## src/rtl/thread_pc_sequencer.sv

```systemverilog
// Round-robin PC sequencer for the multithreaded fetch stage: one PC per thread, one fetch per cycle.
// Optional macro PCSEQ_FETCH_COUNT_EN adds a 32-bit issued-fetch counter output (fetch_count).
module thread_pc_sequencer #(
  parameter int                    NUM_THREADS   = 4,
  parameter int                    TID_WIDTH     = 2,
  parameter int                    PC_WIDTH      = 64,
  parameter logic [PC_WIDTH-1:0]   START_PC      = '0,
  parameter int                    THREAD_STRIDE = 64
) (
  input  logic                   clk,
  input  logic                   reset,
  input  logic                   run,
  input  logic [NUM_THREADS-1:0] thread_enable,
  input  logic                   stall,
  input  logic                   branch_valid,
  input  logic [TID_WIDTH-1:0]   branch_tid,
  input  logic [PC_WIDTH-1:0]    branch_target,
  output logic                   fetch_valid,
  output logic [TID_WIDTH-1:0]   fetch_tid,
  output logic [PC_WIDTH-1:0]    fetch_pc
`ifdef PCSEQ_FETCH_COUNT_EN
  ,
  output logic [31:0]            fetch_count
`endif
);

  typedef enum logic {IDLE, RUN} state_t;

  state_t                 state, state_nxt;
  logic [TID_WIDTH-1:0]   cur_tid, next_tid;
  logic [PC_WIDTH-1:0]    pc [NUM_THREADS];
  logic                   advance;
  logic                   issue;

  always_ff @(posedge clk) begin
    if (reset) state <= IDLE;
    else       state <= state_nxt;
  end

  always_comb begin
    state_nxt   = state;
    fetch_valid = 1'b0;
    advance     = 1'b0;
    issue       = 1'b0;
    case (state)
      IDLE: if (run && (thread_enable != '0)) state_nxt = RUN;
      RUN: begin
        fetch_valid = thread_enable[cur_tid];
        advance     = !stall;
        issue       = fetch_valid && !stall;
        if (!run || (thread_enable == '0)) state_nxt = IDLE;
      end
      default: state_nxt = IDLE;
    endcase
  end

  assign fetch_tid = cur_tid;
  assign fetch_pc  = pc[cur_tid];

  // Descending scan so the nearest enabled thread after cur_tid wins; offset
  // NUM_THREADS aliases to cur_tid itself, making it the last resort.
  always_comb begin
    next_tid = cur_tid;
    for (int off = NUM_THREADS; off >= 1; off--) begin
      if (thread_enable[cur_tid + TID_WIDTH'(off)]) next_tid = cur_tid + TID_WIDTH'(off);
    end
  end

  always_ff @(posedge clk) begin
    if (reset)        cur_tid <= '0;
    else if (advance) cur_tid <= next_tid;
  end

  // Branch redirect has priority over the +1 advance of the issuing thread.
  always_ff @(posedge clk) begin
    for (int t = 0; t < NUM_THREADS; t++) begin
      if (reset)
        pc[t] <= START_PC + PC_WIDTH'(THREAD_STRIDE) * PC_WIDTH'(t);
      else if (branch_valid && (branch_tid == TID_WIDTH'(t)))
        pc[t] <= branch_target;
      else if (issue && (cur_tid == TID_WIDTH'(t)))
        pc[t] <= pc[t] + PC_WIDTH'(1);
    end
  end

`ifdef PCSEQ_FETCH_COUNT_EN
  always_ff @(posedge clk) begin
    if (reset)      fetch_count <= '0;
    else if (issue) fetch_count <= fetch_count + 32'd1;
  end
`endif

endmodule
```

## config.mk

```make
export PLATFORM = sky130hd
export DESIGN_NAME = thread_pc_sequencer
export DESIGN_NICKNAME = d
export VERILOG_FILES = /design/src/rtl/thread_pc_sequencer.sv
export SDC_FILE = /design/constraint.sdc
export NUM_CORES = 1
export LEC_CHECK = 0
export BUFFER_PORTS_ARGS = -buffer_cell sky130_fd_sc_hd__buf_2
export CAP_MARGIN = 5
export CORE_ASPECT_RATIO = 0.75
export CORE_MARGIN = 2
export CORE_UTILIZATION = 43
export DETAILED_ROUTE_END_ITERATION = 10
export GPL_ROUTABILITY_DRIVEN = 1
export GPL_TIMING_DRIVEN = 0
export PLACE_DENSITY = 0.72
export SLEW_MARGIN = 0
export SYNTH_ARGS = -nofsm -noshare
export SYNTH_HDL_FRONTEND = slang
export SYNTH_SLANG_ARGS = --single-unit
```

## constraint.sdc

```tcl
create_clock -name clk -period 3.89 [get_ports clk]
set_input_delay 0.778 -clock clk [delete_from_list [all_inputs] [get_ports clk]]
set_output_delay 0.778 -clock clk [all_outputs]
set_load 0.005 [all_outputs]
```

# ---- Yosys cells after proc, flatten, opt, wreduce, memory -nomap -nowiden
# Memories as Yosys holds them, arrays and structs flattened. A register that Yosys moved wholly into a read port is not among the register bits.
# Cells that the tools add are included.
dict set report totals {
  ff_bits 3
  ram_bits 256
  out_inout_bits 67
  wordCells 105
  memories 1
}
dict set report classes {
  add_sub_neg 7
  magnitude_cmp 4
  n_eq_ne 6
  muxes 57
  n_bitwise 9
  reduce_logical 19
}
# memory words width read_ports rd_ports_with_merged_regs wr line
set memory_table {}
lappend memory_table {pc 4 64 5 1 4 31} ;# logic [PC_WIDTH-1:0] pc [NUM_THREADS];
# cell count
set ops {}
lappend ops {{64-bit 2-to-1 mux} 8}
lappend ops {{64-bit by 1-bit adder with 64-bit output, second input constant} 4}
lappend ops {{1-bit 2-to-1 mux} 39}
lappend ops {{2-bit by 3-bit less-than comparator with 1-bit output, second input constant} 4}
lappend ops {{1-bit logical AND} 10}
lappend ops {{2-bit 2-to-1 mux} 5}
lappend ops {{1-bit binary-select mux with 2-bit select} 4}
lappend ops {{2-bit == test, second input constant} 4}
lappend ops {{1-bit OR} 8}
lappend ops {{2-bit adder, second input constant} 2}
lappend ops {{2-bit by 1-bit == test with 1-bit output, second input constant} 2}
lappend ops {{2-bit zero test} 2}
lappend ops {{4-bit zero test} 1}
lappend ops {{4-bit nonzero test} 1}
lappend ops {{3-bit nonzero test} 1}
lappend ops {{2-bit by 1-bit adder with 2-bit output, second input constant} 1}
lappend ops {{1-bit zero test} 2}
lappend ops {{1-bit case mux with 2 select lines} 1}
lappend ops {{2-bit AND reduction} 1}
lappend ops {{1-bit logical OR} 1}
lappend ops {{1-bit inverter} 1}

# ---- Logic depth before layout (Yosys ltp)
dict set report depth {
  ltp_word 10
  mapped_depth 8
  ltp_nobuf 7
}

# ---- Worst setup path after synthesis
# OpenSTA, ideal clock, no wires.
dict set report synth_timing {
  path_kind {input port to flip-flop}
  startpoint {input thread_enable[3]}
  endpoint {memory pc[3][0], enable pin}
  setup_ps 690
  arrival_ps 2620
  required_time_ps 3200
  path_slack_ps 581
  cell_stages 5
  n_path_buf 1
  path_cell_list {mux4_2 > and2_1 > clkbuf_1 > nand2_1 > nand2_1}
}
# item line
set synth_lines {}
lappend synth_lines {{from (decl)} 13} ;# input logic [NUM_THREADS-1:0] thread_enable,
lappend synth_lines {{to (decl)} 31}

==> results.md <==
- Outcome: finished clean
- Synth cell count leaders: 340 x nand2_1, 256 x edfxtp_1, 228 x o21ai_0, 174 x xnor2_1, 90 x nand3_1
- Total power: 6.938 mW
- Die area: 0.04197 mm2
- Starting density of the core: 43.73%
- Number of fill cells in the layout: 3618
- Syn Nets: 1841
- Layout net count: 2015
- WL/cell: 23.13 um
- Number of synthesized flops with an enable pin: 256
- Synthesis warning total: 0
- Hold crit path type: in2reg
- Placer congestion estimate: 0.9325
- Max_cap viols: 0
- Ys flop type: edfxtp_1
- Slew headroom: 22.25%
- Post-DR vias/cell: 6.197
- Seq/Total Area, Yosys: 44.91%
- Global routing's busiest layer: met1
- Switching pwr: 1.857 mW
- R2R Path End: pc[3][63]
- Vias in the first global route: 14140
- Post-Synthesis Cells: 1758
- Final Cycle Share: 95.20%
- Top-count cell post-synth: nand2_1
- Die W: 235.9 um
- Residual DRC: 0
- Distinct cell type count after synthesis: 50
- Max clock buf depth: 3
- Syn Area/Cell: 9.864 um2
- DRT antenna net count: 0
- FP Rows: 63
- Synth async-reset ratio: 0%
- Final setup vio count: 0
- Met1 Usage GRT: 40.88%
- Hold Vio Cnt, Final: 0
- Top cells by area, synth: edfxtp_1 44%, xnor2_1 8.8%, mux4_2 8.6%
- Share of the synthesized area in the top cell type: 44.33%
- CP Data Arrival Time: 2.93 ns
- CTS sink cnt: 261
- Final Cell Area: 0.01969 mm2
- Placed Instances: 2422
- Hold path startpoint: run
- Worst setup SP type: register
- Gr usage total: 26.85%
- Layout Cells excl Fill: 2475
- Clock transition at path regs: 0.07 ns
- CTS Root Cell: clkbuf_16
- Crit. End Element: output port
- Total Routed Length: 57.26 mm
- Critical path type: reg2out
- VDD IR max: 0.3316 mV
- Flop and latch count out of synthesis: 261
- I/O pin count: 142
- Fmax: 270.0 MHz
- Pre-CTS setup slack: 0.3571 ns
- Port bufs: 140
- Register share of total power: 50.3%
- Cell accounting for the most synthesized area: edfxtp_1
- DRT Pass-1 Iters: 6
- Area added between synthesis and finish: 13.57%
- RSZ-0062 raised after global routing: false
- Crit-path most repeated cell: clkbuf_1
- Critical-path top delay cell: clkbuf_1
- Net Sw Frac: 26.77%
- Critical Path, Cell by Cell: clkbuf_1 > clkbuf_1 > mux4_2 > buf_2
- Vert. Die Dim: 177.9 um
- First-pass GRT wire length: 86.13 mm
- Pleak: 6.084 nW
- Post-synthesis cell area: 0.01734 mm2
- Worst Max-Slew Pin Slew: 1.162 ns
- Setup TNS: 0 ns
- Worst-path maximum fanout: 10
- Worst-case reg-to-reg path depth: 6
- Clock Latency Late Sink: 0.58 ns
- Min Tclk post-route: 3.703 ns
- Layout cells sized above 1: 15.46%
- TritonCTS clock tree: yes
- Post-CTS Setup Bufs: 0
- Dpl cell area: 0.01880 mm2
- CP Capture Point: fetch_pc[32]
- H-tree levels: 1
- Max-slew violation count: 0
- Grt met3 use: 6.891%
- Initial drt markers: 2190
- Hold-fix buffers at CTS: 0
- Max stage delay on crit path: 0.80 ns
- Vias: 15340
- Finished Core Util: 49.67%
- Min Hold Slack: 0.4669 ns
- Initial antenna violation count: 1
- Clock power frac: 39.5%
- Reg2reg setup slack: 0.48 ns
- Worst setup margin: 0.1865 ns
- Power share of the combinational group: 10.3%
- Pint: 5.081 mW
- PwrDens: 352.3 mW/mm2
- Worst clock skew: 0.01066 ns
- Met2 Resource Use GR: 37.97%
- Largest net degree at the start of global routing: 65
- R2R Path Start: pc[3][7]
- Critical path required time: 3.11 ns
- Total congestion overflow: 0
- Number of buffers created by CTS: 29
- Area of the core: 0.03965 mm2
- Post-DP HPWL: 42.13 mm
==> cell families (layout without fill, tap and decap cells) <==
logic type	count (synthesis)	count (layout)	share of synthesized area [%]
xor+xnor	247	247	12.48
buf+inv	130	326	2.937
compound gates	269	269	7.944
mux	68	68	8.789
fa+ha+maj	8	8	0.5773
flops	261	261	44.91
simple gates	775	775	22.37
other cells	0	1	0
==> worst min path at each step <==
stage | to | cells after the start | slack [ns]
floorplan | register | 2 | 0.60
detailed placement | fetch_tid[1] | 2 | 0.66
CTS | state | 2 | 0.47
global placement | pc[0][0] | 1 | 0.65
finish | state | 2 | 0.47
global route | state | 2 | 0.47
==> sequential cells by signal, summed over array words and instances, names as in the netlist, named ones only <==
register,flops
fetch_tid,2
pc,256
state,1
==> final cells by class <==
cell class	instances	area [um2]	share of cell area (%)
Antenna cell	1	2.502	0.01271
Buffer	83	339.1	1.722
Clock buffer	38	759.5	3.856
Clock inverter	15	126.4	0.6417
Inverter	46	172.7	0.8767
Multi-Input combinational cell	1367	9092	46.17
Sequential cell	261	7787	39.54
Tap cell	520	650.6	3.304
Timing Repair Buffer	144	763.2	3.875
==> worst max-delay path, delay by kind of cell, from the launching register on <==
kind / cells / cell delay [ns]
buffers and inverters: 3 / 1.56
multiplexers: 1 / 0.46
flip-flops: 1 / 0.31
==> layout by cell type (no fill, tap or decap), types with 46 or more instances in the layout <==
cell type,netlist,final
buf_2,11,151
clkbuf_1,65,73
edfxtp_1,256,256
inv_1,46,46
mux4_2,66,66
nand2_1,340,339
nand3_1,90,90
nand4_1,55,55
nor2_1,69,68
nor3_1,65,63
o21ai_0,228,228
xnor2_1,174,174
xor2_1,73,73
==> power groups by stage <==
stage | sequential [mW] | clock, mW | combinational, mW
6_report | 3.49 | 2.74 | 0.711
3_5_place_dp | 3.53 | 0 | 0.705
3_3_place_gp | 3.53 | 0 | 0.682
4_1_cts | 3.47 | 2.72 | 0.707
2_1_floorplan | 3.45 | 0 | 0.414
5_1_grt | 3.50 | 2.83 | 0.767
==> layer usage <==
metal / up-vias / wire [um]
met5: - / 0
met4: 0 / 1294
met3: 95 / 7973
met2: 1047 / 23600
met1: 7409 / 24390
li1: 6786 / -
==> what timing repair did <==
action	4_1_cts	5_1_grt
setup endpoints to repair	60	48
resized for setup	0	10
gates cloned	0	0
No activity file was read; power rests on OpenSTA's default activity.
